==> src/rtl/pushbutton_processor_if.sv <==
// -----------------------------------------------------------------------------
// pushbutton_processor_if
// Groups the pushbutton signals of pushbutton_processor into one bundle.
//   pushbutton_i : raw asynchronous button level, 1 = pressed (may bounce)
//   count_up     : one-cycle pulse, short press completed
//   count_down   : one-cycle pulse, long-press threshold reached
// Modports:
//   master : the side that owns the button and consumes the command pulses
//   slave  : the processor itself
// -----------------------------------------------------------------------------
interface pushbutton_processor_if;
  logic pushbutton_i;
  logic count_up;
  logic count_down;

  modport master (
    output pushbutton_i,
    input  count_up,
    input  count_down
  );

  modport slave (
    input  pushbutton_i,
    output count_up,
    output count_down
  );
endinterface

==> src/rtl/pushbutton_processor.sv <==
// -----------------------------------------------------------------------------
// pushbutton_processor
// Turns one raw mechanical pushbutton into two single-cycle command pulses for
// the scoreboard counter. The button is synchronized, debounced and then timed:
// a short press yields count_up on release, a long press yields count_down
// while the button is still held. Everything runs on the 1 kHz clock, so one
// cycle is one millisecond.
//
// Parameters:
//   DEBOUNCE_MS   : consecutive differing samples needed to move the
//                   debounced level
//   LONG_PRESS_MS : debounced-high cycles after which a press counts as long
// Ports:
//   clk_1khz : 1 kHz system clock, rising edge
//   rst      : synchronous, active-high reset
//   bus      : pushbutton_processor_if.slave (pushbutton_i in,
//              count_up / count_down out, both registered)
// -----------------------------------------------------------------------------
module pushbutton_processor #(
  parameter int DEBOUNCE_MS   = 20,
  parameter int LONG_PRESS_MS = 2000
) (
  input  logic                   clk_1khz,
  input  logic                   rst,
  pushbutton_processor_if.slave  bus
);

  localparam int DEB_W  = $clog2(DEBOUNCE_MS + 1);
  localparam int HOLD_W = $clog2(LONG_PRESS_MS + 1);

  localparam logic [DEB_W-1:0]  DEB_LAST  = DEB_W'(DEBOUNCE_MS - 1);
  localparam logic [DEB_W-1:0]  DEB_ONE   = DEB_W'(1);
  localparam logic [HOLD_W-1:0] HOLD_LAST = HOLD_W'(LONG_PRESS_MS - 1);
  localparam logic [HOLD_W-1:0] HOLD_ONE  = HOLD_W'(1);

  typedef enum logic [1:0] {
    IDLE,
    PRESSED,
    LONG_HELD
  } state_t;

  logic              sync_ff1;
  logic              sync;
  logic              deb;
  logic [DEB_W-1:0]  stable_cnt;
  logic [HOLD_W-1:0] hold_cnt;
  state_t            state;
  logic              up_pulse;
  logic              down_pulse;

  // Two-flop synchronizer; only sync is used downstream.
  always_ff @(posedge clk_1khz) begin
    if (rst) begin
      sync_ff1 <= 1'b0;
      sync     <= 1'b0;
    end else begin
      sync_ff1 <= bus.pushbutton_i;
      sync     <= sync_ff1;
    end
  end

  // The counter runs only while sync disagrees with deb. The DEBOUNCE_MS-th
  // consecutive disagreeing sample flips deb instead of incrementing, so any
  // agreeing sample before that throws the partial run away.
  always_ff @(posedge clk_1khz) begin
    if (rst) begin
      deb        <= 1'b0;
      stable_cnt <= '0;
    end else if (sync == deb) begin
      stable_cnt <= '0;
    end else if (stable_cnt == DEB_LAST) begin
      deb        <= ~deb;
      stable_cnt <= '0;
    end else begin
      stable_cnt <= stable_cnt + DEB_ONE;
    end
  end

  // Press timing FSM. Pulses default low so each lasts one cycle. In PRESSED
  // the release test comes first, so a release on the threshold edge still
  // counts as a short press. count_down is launched on the edge where the
  // hold counter reaches LONG_PRESS_MS-1, which places the pulse exactly
  // LONG_PRESS_MS cycles after deb rose.
  always_ff @(posedge clk_1khz) begin
    if (rst) begin
      state      <= IDLE;
      hold_cnt   <= '0;
      up_pulse   <= 1'b0;
      down_pulse <= 1'b0;
    end else begin
      up_pulse   <= 1'b0;
      down_pulse <= 1'b0;
      case (state)
        IDLE: begin
          if (deb) begin
            hold_cnt <= '0;
            state    <= PRESSED;
          end
        end
        PRESSED: begin
          if (!deb) begin
            up_pulse <= 1'b1;
            state    <= IDLE;
          end else if (hold_cnt + HOLD_ONE == HOLD_LAST) begin
            hold_cnt   <= HOLD_LAST;
            down_pulse <= 1'b1;
            state      <= LONG_HELD;
          end else if (hold_cnt != HOLD_LAST) begin
            hold_cnt <= hold_cnt + HOLD_ONE;
          end
        end
        LONG_HELD: begin
          if (!deb) begin
            state <= IDLE;
          end
        end
        default: begin
          state <= IDLE;
        end
      endcase
    end
  end

  assign bus.count_up   = up_pulse;
  assign bus.count_down = down_pulse;

endmodule

==> src/flat_wrapper.sv <==
// flat-port wrapper written by rule: the top's interface ports become plain ports
module pushbutton_processor_flat 
#(
  parameter int DEBOUNCE_MS   = 20,
  parameter int LONG_PRESS_MS = 2000
)
  (clk_1khz, rst, bus_pushbutton_i, bus_count_up, bus_count_down);
  pushbutton_processor_if bus_i ();
  input  logic clk_1khz;
  input  logic rst;
  input wire logic [$bits(bus_i.pushbutton_i)-1:0] bus_pushbutton_i;
  output wire logic [$bits(bus_i.count_up)-1:0] bus_count_up;
  output wire logic [$bits(bus_i.count_down)-1:0] bus_count_down;
  assign bus_i.pushbutton_i = bus_pushbutton_i;
  assign bus_count_up = bus_i.count_up;
  assign bus_count_down = bus_i.count_down;
  pushbutton_processor #(.DEBOUNCE_MS(DEBOUNCE_MS), .LONG_PRESS_MS(LONG_PRESS_MS)) u_core (.clk_1khz(clk_1khz), .rst(rst), .bus(bus_i));
endmodule
==> config.mk <==
export PLATFORM = sky130hd
export DESIGN_NAME = pushbutton_processor_flat
export DESIGN_NICKNAME = d
export VERILOG_FILES = /design/src/rtl/pushbutton_processor_if.sv /design/src/rtl/pushbutton_processor.sv /design/src/flat_wrapper.sv
export SDC_FILE = /design/constraint.sdc
export NUM_CORES = 1
export LEC_CHECK = 0
export ABC_AREA = 1
export CAP_MARGIN = 20
export CORE_ASPECT_RATIO = 0.9
export CORE_MARGIN = 1.5
export CORE_UTILIZATION = 29
export CTS_BUF_LIST = sky130_fd_sc_hd__clkbuf_8
export CTS_CLUSTER_SIZE = 8
export DETAILED_ROUTE_END_ITERATION = 12
export DONT_BUFFER_PORTS = 1
export GPL_ROUTABILITY_DRIVEN = 0
export PLACE_DENSITY = 0.45
export SLEW_MARGIN = 10
export SYNTH_ARGS = -nofsm -noshare
export SYNTH_HDL_FRONTEND = slang
export SYNTH_SLANG_ARGS = --single-unit
export TNS_END_PERCENT = 1
==> constraint.sdc <==
create_clock -name clk_1khz -period 3.65 [get_ports clk_1khz]
set_input_delay 0.365 -clock clk_1khz [delete_from_list [all_inputs] [get_ports clk_1khz]]
set_output_delay 0.365 -clock clk_1khz [all_outputs]
set_load 0.1 [all_outputs]
# Yosys cells after proc, flatten, opt, wreduce, memory -nomap -nowiden
# Cells that the tools add are included.
# word_totals
in_bits	3
romBits	0
mem_bits_rw	0
n_memories	0
output_inout_bits	2
latch_bits	0
ff_bits	23
# op_classes
n_reduce_logical	8
mux	12
add_sub_neg	2
bitwise_logic	3
eq_ne	11
n_div	0
order_cmp	0
n_shift	0
n_mul	0
# ops
operator	count
11-bit 2-to-1 mux	4
11-bit case mux with 2 select lines	1
11-bit by 1-bit adder with 11-bit output (second input constant)	1
11-bit equality test (second input constant)	1
11-bit inequality test (second input constant)	1
2-bit 2-to-1 mux	4
2-bit case mux with 3 select lines	1
3-bit OR reduction	2
5-bit by 1-bit adder with 5-bit output (second input constant)	1
5-bit equality test (second input constant)	1
2-bit by 1-bit inequality test with 1-bit output (second input constant)	2
4-bit AND reduction	1
3-bit by 1-bit inequality test with 1-bit output (second input constant)	1
3-bit inequality test (second input constant)	1
1-bit NOT	3
3-bit AND reduction	1
2-bit by 1-bit equality test with 1-bit output (second input constant)	1
2-bit equality test (second input constant)	1
2-bit zero test	1
1-bit 2-to-1 mux	2
2-bit inequality test (second input constant)	1
2-bit AND reduction	1
2-bit nonzero test	1
2-bit OR reduction	1
1-bit equality test	1

# Longest topological paths before layout
# Gate-level depths: netlist of run 1.
# logic_depth
depth_word	5
depth_mapped	12

# Worst setup path after synthesis of run 1
# Ideal clock, no wire load.
# synth_timing
kind	register -> register
startpoint	reg u_core.hold_cnt[0]
endpoint	reg u_core.hold_cnt[0]
setup_ps	70
t_arrival_ps	1429
n_path_buf	0
setup_slack_ps	2152
path_stages_with_launch	12
synth_period_minus_slack_ps	1498
cell_sequence	dfxtp_1 -> ha_1 -> nand2_4 -> nor2_4 -> nand2_1 -> nand2_1 -> nand2_1 -> nor2_4 -> nand3_2 -> nand2_1 -> nand2_1 -> a21oi_1
# synth_via
elab_chain_len	5
elab_cells_between_ends	9
cone_classes	add/sub: 1; eq/ne: 3; mux: 4; reduce/logical: 1
# synth_rtl
item	line_no	source
from (decl)	pushbutton_processor.sv:46	logic [HOLD_W-1:0] hold_cnt;
from (signal assigned)	pushbutton_processor.sv:109	hold_cnt <= hold_cnt + HOLD_ONE;
11-bit by 1-bit adder with 11-bit output	pushbutton_processor.sv:104, pushbutton_processor.sv:109	
11-bit equality test or 11-bit 2-to-1 mux (tied branches)	pushbutton_processor.sv:104, pushbutton_processor.sv:108	
11-bit 2-to-1 mux	pushbutton_processor.sv:104	end else if (hold_cnt + HOLD_ONE == HOLD_LAST) begin
11-bit 2-to-1 mux	pushbutton_processor.sv:101	if (!deb) begin
11-bit case mux with 2 select lines	pushbutton_processor.sv:93	case (state)
# Several ways; a longest one is shown, not always the timed one. The select of a mux whose other input is x is not followed.
# A chain may end at the register's enable or synchronous reset.

# Worst setup path in the final report of run 1
# layout_timing
startpoint	reg u_core.hold_cnt[0]
endpoint	reg u_core.hold_cnt[2]
# Same word-level chain as after synthesis.

==> results.sh, run 1 <==
export IMPL_fillers=462
export IMPL_synth_cells=179
export IMPL_cp_max_fo=17
export IMPL_ys_warnings_count=0
export IMPL_dpl_cell_count=225
export IMPL_startpoint_type="flop"
export IMPL_cts_buffer_depth=2
export IMPL_wire_per_inst_um=11.6
export IMPL_cts_resized=0
export IMPL_die_h_um=64.8
export IMPL_cts_tree="built"
export IMPL_synth_nets=185
export IMPL_final_common_cell="nand2_1"
export IMPL_post_cts_setup_buffers=0
export IMPL_power_leakage_nw=0.495
export IMPL_drtPass1Iterations=4
export IMPL_postCtsHoldBufs=0
export IMPL_end_kind="flop"
export IMPL_critPathRequiredTime_ps=3810
export IMPL_fin_hold_ws_ps=155
export IMPL_rows=22
export IMPL_cts_inserted_buffers=3
export IMPL_synth_cell_types=23
export IMPL_maxCapViolCount=0
export IMPL_drc=0
export IMPL_arrival_ps=2010
export IMPL_diodes=0
export IMPL_syn_area_sq_um=1230
export IMPL_finalNetCount=188
export IMPL_hp_class="input port to flop"
export IMPL_start_util_pct=30.2
export IMPL_clock_tree_root_cell="clkbuf_8"
export IMPL_hpwl_um=1980
export IMPL_place_ws_ps=1820
export IMPL_min_period_ps=1860
export IMPL_antenna_found_initial=0
export IMPL_powerDensity_nw_per_um2=316
export IMPL_finalCritPeriodShare_pct=50.9
export IMPL_area_growth_pct=7.84
export IMPL_setup_violations=0
export IMPL_grt_overflow_total=0
export IMPL_layout_setup_ws_ps=1790
export IMPL_die_area_sq_um=4640
export IMPL_slew_headroom_pct=37.7
export IMPL_grt_pass1_vias=989
export IMPL_status="completed"
export IMPL_drive_gt1_share_pct=8.84
export IMPL_ant_nets=0
export IMPL_cts_num_sinks=23
export IMPL_synth_seq_area_share_pct=37.5
export IMPL_vdd_drop_max_v=0.000192
export IMPL_grt_pass1_wl_um=4410
export IMPL_tightest_slew_ps=934
export IMPL_skew_ps=1.85
export IMPL_fin_tns_setup_ps=0
export IMPL_core_area_sq_um=4070
export IMPL_hold_viol_final=0
export IMPL_pin_count=5
export IMPL_synth_seq_cells=23
export IMPL_grt_total_usage_pct=12.3
export IMPL_slew_violations=0
export IMPL_fmax_mhz=539
export IMPL_p_total_mw=0.419
export IMPL_portBuffers=0
export IMPL_drt_iter0_drc=22
export IMPL_syn_area_per_cell_sq_um=6.86
export IMPL_htreeDepth=1
export IMPL_grt_max_degree=18
export IMPL_die_w_um=71.6
export IMPL_routed_wl_um=2650
export IMPL_clk_latency_ps=260
export IMPL_most_common_layout_cells="nand2_1, nor2_1, inv_1, dfxtp_1, a21oi_1"
export IMPL_routed_via_count=1071
export IMPL_final_cells=229
export IMPL_path_class="flop to flop"
export IMPL_clkTransAtPathRegs_ps=80
export IMPL_vias_per_cell=4.68
export IMPL_rsz0062_at_grt="false"
## kinds of logic (layout without fill, tap and decap cells)
kind of cell               Yosys count  in the layout  synth area share (%)
xor gates and xnor gates             3              3                  2.14
adders and majority gates            3              3                  3.06
and+or+nand+nor                     93             93                  36.2
DFF                                 23             23                  37.5
buffers and inverters               27             29                  8.35
AOI/OAI and AO/OA                   30             30                  12.8
## final cells by class
class,instances,area [sq um],area share (%)
clock inverter,1,3.75,0.283
clock buffer,3,41.3,3.12
multi-input combinational,129,666,50.2
inverter,25,93.8,7.08
sequential,23,460,34.7
tap,48,60.1,4.53
## through the flow
stage          util (%)  area [sq um]
2_1_floorplan         -          1230
3_3_place_gp       31.4          1280
3_5_place_dp       31.4          1280
4_1_cts            32.5          1330
5_1_grt            32.5          1330
6_report           32.5          1330
## cells in the mapped netlist (all sizes together)
cell type | n | share of area [%]
a211oi | 2 | 1.2
buf | 1 | 0.41
nor3 | 5 | 2.0
dfxtp | 23 | 37
nand3 | 15 | 7.3
xor2 | 2 | 1.4
nand2 | 36 | 12
nand4 | 3 | 1.5
inv | 25 | 7.6
clkbuf | 1 | 0.31
ha | 3 | 3.1
a21oi | 14 | 5.7
o21bai | 1 | 0.61
nor2 | 34 | 13
xnor2 | 1 | 0.71
o21ai | 13 | 5.3
## routing by layer
| layer | share of wire [%] | GRT usage (%) | vias to the layer above |
|---|---|---|---|
| met3 | 4.4 | 3.58 | 2 |
| met1 | 51 | 16.2 | 479 |
| li1 | - | - | 578 |
| met2 | 44 | 19.2 | 12 |
| met4 | 0.53 | 4.25 | 0 |
| met5 | 0 | 0 | - |
## state kept, by name, summed over array words and instances (netlist names)
register	count
u_core.hold_cnt	11
u_core.stable_cnt	5
u_core.state	2
u_core.bus.count_down	1
u_core.bus.count_up	1
u_core.deb	1
u_core.sync	1
u_core.sync_ff1	1
## power breakdown
part           internal, mW  leakage (nW)  switching, mW  total, mW
clock                0.0752        0.0269         0.0853      0.161
sequential            0.252         0.186       0.000750      0.253
combinational       0.00165         0.282        0.00369    0.00534
## critical path, stage by stage, from the launching register on
cell,delay [ps]
dfxtp_1,470
ha_1,270
nand2_4,100
nor2_4,120
nand4_1,120
nand3_2,270
inv_1,170
o21ai_0,170
a21oi_1,60
## worst paths after layout
check,startpoint,to,slack [ps],depth (start not counted)
worst max-delay path,u_core.hold_cnt[0]$_SDFFE_PP0P_,u_core.hold_cnt[2]$_SDFFE_PP0P_,1790,8
worst min-delay path,rst,u_core.sync$_SDFF_PP0_,150,1
worst max register to register,u_core.hold_cnt[0]$_SDFFE_PP0P_,u_core.hold_cnt[2]$_SDFFE_PP0P_,1790,8
worst min register to register,u_core.sync_ff1$_SDFF_PP0_,u_core.sync$_SDFF_PP0_,410,2
Power figures use the tool's default switching activity.
==> run 2, diff against run 1 <==
- PLACE_DENSITY: 0.45 -> 0.46
- clock period: 3.65 -> 1.7 ns (I/O delays scaled with it)
==> run 2 against run 1 <==
Effect of this change:
- maximum frequency rose by 22%
- sequential power grew 110%
- global-route usage up 0.41 points
- register-to-register slack worse by 1600 ps
- non-clock buffer count increased by 8
- final area up 6.5%
- clock power rose by 110%
- final cell count is 3.5% higher
==> results.sh, run 2 (synthesis results as in run 1) <==
export IMPL_fmax_mhz=656
export IMPL_diodes=0
export IMPL_die_h_um=64.8
export IMPL_ant_nets=0
export IMPL_finalNetCount=196
export IMPL_drt_iter0_drc=53
export IMPL_hp_class="input port to flop"
export IMPL_clk_latency_ps=260
export IMPL_maxCapViolCount=0
export IMPL_pin_count=5
export IMPL_reg2reg_depth=11
export IMPL_rsz0062_at_grt="false"
export IMPL_layout_setup_ws_ps=176
export IMPL_final_common_cell="nand2_1"
export IMPL_drtPass1Iterations=4
export IMPL_final_cells=237
export IMPL_routed_via_count=1114
export IMPL_path_class="flop to flop"
export IMPL_rows=22
export IMPL_seq_area_sq_um=467
export IMPL_cp_slowest_stage_delay_ps=340
export IMPL_power_leakage_nw=0.534
export IMPL_portBuffers=0
export IMPL_arrival_ps=1720
export IMPL_wire_per_inst_um=11.4
export IMPL_grt_overflow_total=0
export IMPL_hold_viol_final=0
export IMPL_htreeDepth=1
export IMPL_final_area_sq_um=1410
export IMPL_skew_ps=1.68
export IMPL_grt_max_degree=13
export IMPL_critPathCapture="u_core.hold_cnt[1]$_SDFFE_PP0P_"
export IMPL_clkTransAtPathRegs_ps=80
export IMPL_grt_total_usage_pct=12.7
export IMPL_path_cells="buf_4 > inv_1 > ha_1 > nand3_1 > nor2_2 > nand2_1 > nor2_1 > nand3_2 > nand2_1 > nand2_1 > a21oi_1"
export IMPL_multiInputGateArea_sq_um=683
export IMPL_regMostFlops="u_core.hold_cnt"
export IMPL_grt_pass1_vias=1071
export IMPL_tightest_slew_ps=302
export IMPL_fin_hold_ws_ps=8.65
export IMPL_fillers=454
export IMPL_cts_buffer_depth=2
export IMPL_cts_tree="built"
export IMPL_powerDensity_nw_per_um2=631
export IMPL_hpwl_um=2080
export IMPL_core_area_sq_um=4070
export IMPL_p_total_mw=0.890
export IMPL_fin_tns_setup_ps=0
export IMPL_drive_gt1_share_pct=15.9
export IMPL_drc=0
export IMPL_timing_rr_end="u_core.hold_cnt[1]$_SDFFE_PP0P_"
export IMPL_min_period_ps=1520
export IMPL_place_ws_ps=112
export IMPL_critPathRequiredTime_ps=1890
export IMPL_most_common_layout_cells="nand2_1, nor2_1, inv_1, dfxtp_1, a21oi_1"
export IMPL_die_area_sq_um=4640
export IMPL_path_common_cell="nand2_1"
export IMPL_final_core_util_pct=34.6
export IMPL_grt_pass1_wl_um=4710
export IMPL_cp_startpoint="u_core.hold_cnt[0]$_SDFFE_PP0P_"
export IMPL_r2r_slack_ps=180
export IMPL_cts_inserted_buffers=3
export IMPL_largest_reg_flops=11
export IMPL_finalCritPeriodShare_pct=89.7
export IMPL_cts_num_sinks=23
export IMPL_timing_rr_start="u_core.hold_cnt[0]$_SDFFE_PP0P_"
export IMPL_end_kind="flop"
export IMPL_setup_violations=0
export IMPL_cp_max_fo=7
export IMPL_vias_per_cell=4.70
export IMPL_slew_violations=0
export IMPL_dpl_cell_count=231
export IMPL_area_growth_pct=14.9
export IMPL_reg_largest_list="u_core.hold_cnt x11, u_core.stable_cnt x5, u_core.state x2"
export IMPL_postPlaceCellArea_sq_um=1330
export IMPL_antenna_found_initial=0
export IMPL_startpoint_type="flop"
export IMPL_start_util_pct=30.2
export IMPL_vdd_drop_max_v=0.000438
export IMPL_clock_tree_root_cell="clkbuf_8"
export IMPL_routed_wl_um=2710
export IMPL_die_w_um=71.6
export IMPL_cp_slowest_cell="dfxtp_2"
export IMPL_slew_headroom_pct=79.8
export IMPL_status="completed"
==> run 2: changes by cell type in the layout (fill, tap and decap cells not counted), sizes merged <==
cell	before	now
dlygate4sd3	0	1
buf	0	7
==> run 2: what timing repair did <==
action	4_1_cts	5_1_grt
setup buffers	0	1
endpoints found under the setup margin	0	5
hold endpoints to repair	6	0
resized for setup	0	8
hold buffers	1	0
==> run 2: worst min-delay path by stage <==
| stage | from | to | slack [ps] | cells past startpoint |
|---|---|---|---|---|
| 6_report | bus_pushbutton_i | u_core.sync_ff1$_SDFF_PP0_ | 9 | 2 |
| 3_5_place_dp | rst | u_core.sync$_SDFF_PP0_ | 250 | 1 |
| 5_1_grt | bus_pushbutton_i | u_core.sync_ff1$_SDFF_PP0_ | 2 | 2 |
| 3_3_place_gp | rst | u_core.sync$_SDFF_PP0_ | 240 | 1 |
| 2_1_floorplan | bus_pushbutton_i | u_core.sync_ff1$_SDFF_PP0_ | 280 | 2 |
| 4_1_cts | bus_pushbutton_i | u_core.sync_ff1$_SDFF_PP0_ | 8 | 2 |
==> run 2: where the power goes <==
part	switching (mW)	internal (mW)	total (mW)
Combinational	0.0105	0.00505	0.0155
Sequential	0.00138	0.541	0.542
Clock	0.171	0.161	0.332
Total	0.183	0.707	0.890
==> run 2: layout make-up <==
class	count	area share, %
Multi-Input combinational cell	129	48.4
Inverter	25	6.65
Clock buffer	3	2.93
Timing Repair Buffer	8	4.43
Clock inverter	1	0.266
Tap cell	48	4.26
Sequential cell	23	33.1
==> run 2: metal layers <==
layer	share of wire, %	GRT usage, %
met2	44	20.7
met5	0	0
met1	50	16.4
met3	4.0	3.89
met4	1.3	3.30
==> run 2: critical path, delay by kind of cell, from the launching register on <==
family                   cells  cell delay [ps]
buffers and inverters        2              230
AO/OA/AOI/OAI                1              120
flip-flops                   1              340
AND/OR/NAND/NOR              7              620
adder cells (fa/ha/maj)      1              150
==> run 3, diff against run 2 <==
- HOLD_SLACK_MARGIN: default -> 0.03
==> run 3 against run 2 <==
Effect of this change:
- critical path depth unchanged
- register-to-register slack about the same
- sequential cell count unchanged
- die area unchanged
- via count up 0.36%
- clock power about the same
- final area up 0.71%
- worst hold slack better by 91 ps
- first-iteration DRC count down 3.8%
- global-route usage up 0.065 points
- critical path type unchanged
- critical endpoint unchanged
- largest cell class unchanged
- highest routed layer unchanged
==> results.sh, run 3 (synthesis results as in run 1) <==
export IMPL_drive_gt1_share_pct=15.8
export IMPL_grt_pass1_vias=1077
export IMPL_cp_top_family="simple AND/OR/NAND/NOR gates"
export IMPL_skew_ps=1.71
export IMPL_most_common_layout_cells="nand2_1, nor2_1, inv_1, dfxtp_1, a21oi_1"
export IMPL_cts_tree="built"
export IMPL_routed_via_count=1118
export IMPL_diodes=0
export IMPL_clkTransAtPathRegs_ps=80
export IMPL_vdd_drop_max_v=0.000438
export IMPL_maxCapViolCount=0
export IMPL_core_area_sq_um=4070
export IMPL_die_area_sq_um=4640
export IMPL_finalCritPeriodShare_pct=89.7
export IMPL_end_kind="flop"
export IMPL_cts_buffer_depth=2
export IMPL_grt_max_degree=13
export IMPL_path_common_cell="nand2_1"
export IMPL_regMostFlops="u_core.hold_cnt"
export IMPL_antenna_found_initial=0
export IMPL_clk_latency_ps=260
export IMPL_arrival_ps=1720
export IMPL_final_core_util_pct=34.9
export IMPL_min_period_ps=1520
export IMPL_start_util_pct=30.2
export IMPL_die_w_um=71.6
export IMPL_drtPass1Iterations=4
export IMPL_status="completed"
export IMPL_cp_depth=11
export IMPL_hpwl_um=2080
export IMPL_vias_per_cell=4.70
export IMPL_fin_tns_setup_ps=0
export IMPL_path_cells="buf_4 > inv_1 > ha_1 > nand3_1 > nor2_2 > nand2_1 > nor2_1 > nand3_2 > nand2_1 > nand2_1 > a21oi_1"
export IMPL_reg2reg_depth=11
export IMPL_cp_num_buf_inv=2
export IMPL_fmax_mhz=656
export IMPL_portBuffers=0
export IMPL_power_leakage_nw=0.539
export IMPL_slew_headroom_pct=79.8
export IMPL_cp_slowest_stage_delay_ps=340
export IMPL_setup_violations=0
export IMPL_cp_startpoint="u_core.hold_cnt[0]$_SDFFE_PP0P_"
export IMPL_rows=22
export IMPL_cp_max_fo=7
export IMPL_drt_iter0_drc=51
export IMPL_largest_reg_flops=11
export IMPL_cp_slowest_cell="dfxtp_2"
export IMPL_p_total_mw=0.892
export IMPL_grt_total_usage_pct=12.8
export IMPL_clock_tree_root_cell="clkbuf_8"
export IMPL_die_h_um=64.8
export IMPL_whs_path_depth=3
export IMPL_reg_largest_list="u_core.hold_cnt x11, u_core.stable_cnt x5, u_core.state x2"
export IMPL_powerDensity_nw_per_um2=627
export IMPL_drc=0
export IMPL_hp_class="input port to flop"
export IMPL_htreeDepth=1
export IMPL_slew_violations=0
export IMPL_grt_overflow_total=0
export IMPL_timing_rr_end="u_core.hold_cnt[1]$_SDFFE_PP0P_"
export IMPL_grt_pass1_wl_um=4730
export IMPL_finalNetCount=197
export IMPL_hold_viol_final=0
export IMPL_fillers=453
export IMPL_area_growth_pct=15.7
export IMPL_cts_num_sinks=23
export IMPL_ant_nets=0
export IMPL_startpoint_type="flop"
export IMPL_critPathRequiredTime_ps=1890
export IMPL_pin_count=5
export IMPL_cts_inserted_buffers=3
export IMPL_wire_per_inst_um=11.4
export IMPL_timing_rr_start="u_core.hold_cnt[0]$_SDFFE_PP0P_"
export IMPL_tightest_slew_ps=302
export IMPL_rsz0062_at_grt="false"
export IMPL_final_common_cell="nand2_1"
export IMPL_critPathCapture="u_core.hold_cnt[1]$_SDFFE_PP0P_"
export IMPL_r2r_slack_ps=180
export IMPL_path_class="flop to flop"
export IMPL_routed_wl_um=2720
run 3: final cells by class:
type	instances	area [sq um]	area share, %
inverters	25	93.8	6.60
multi-input cells	129	683	48.1
well taps	48	60.1	4.23
flip-flops and latches	23	467	32.8
repair buffers	9	72.6	5.11
clock buffers	3	41.3	2.90
clock inverters	1	3.75	0.264
run 3: worst min path at each step:
stage / startpoint / to
finish: rst / u_core.state[0]$_SDFFE_PP0P_
global route: rst / u_core.state[1]$_SDFFE_PP0P_
CTS: rst / u_core.state[0]$_SDFFE_PP0P_
detailed placement: rst / u_core.sync$_SDFF_PP0_
global placement: rst / u_core.sync$_SDFF_PP0_
floorplan: bus_pushbutton_i / u_core.sync_ff1$_SDFF_PP0_
run 3: worst min-delay path, cell delays in order:
cell     delay, ps
nor2_1          30
nand2_1         70
nor2_1          40
run 3: report_power, final:
group / internal, mW / switching [mW]
clock network: 0.161 / 0.171
logic: 0.00653 / 0.0108
registers: 0.541 / 0.00138
total: 0.709 / 0.183
run 3: per-stage QoR:
step	hold slack, ps	instance area (sq um)	instances	worst slack, ps
3_5_place_dp	245	1330	231	112
5_1_grt	118	1420	238	16.9
6_report	99.2	1420	238	176
2_1_floorplan	277	1230	179	202
4_1_cts	91.6	1390	237	81.1
3_3_place_gp	244	1330	231	129
run 3: layer usage:
layer | up-vias | share of wire (%) | track usage (%)
met2 | 20 | 44 | 20.9
met3 | 4 | 4.0 | 3.89
met4 | 0 | 1.3 | 3.30
li1 | 597 | - | -
met1 | 497 | 50 | 16.4
met5 | - | 0 | 0
run 3: repair_timing:
| action | in CTS | in global routing |
|---|---|---|
| endpoints found under the setup margin | 0 | 5 |
| gates resized for setup | 0 | 8 |
| endpoints found under the hold margin | 6 | 0 |
| hold buffers | 2 | 0 |
| buffers inserted | 0 | 1 |
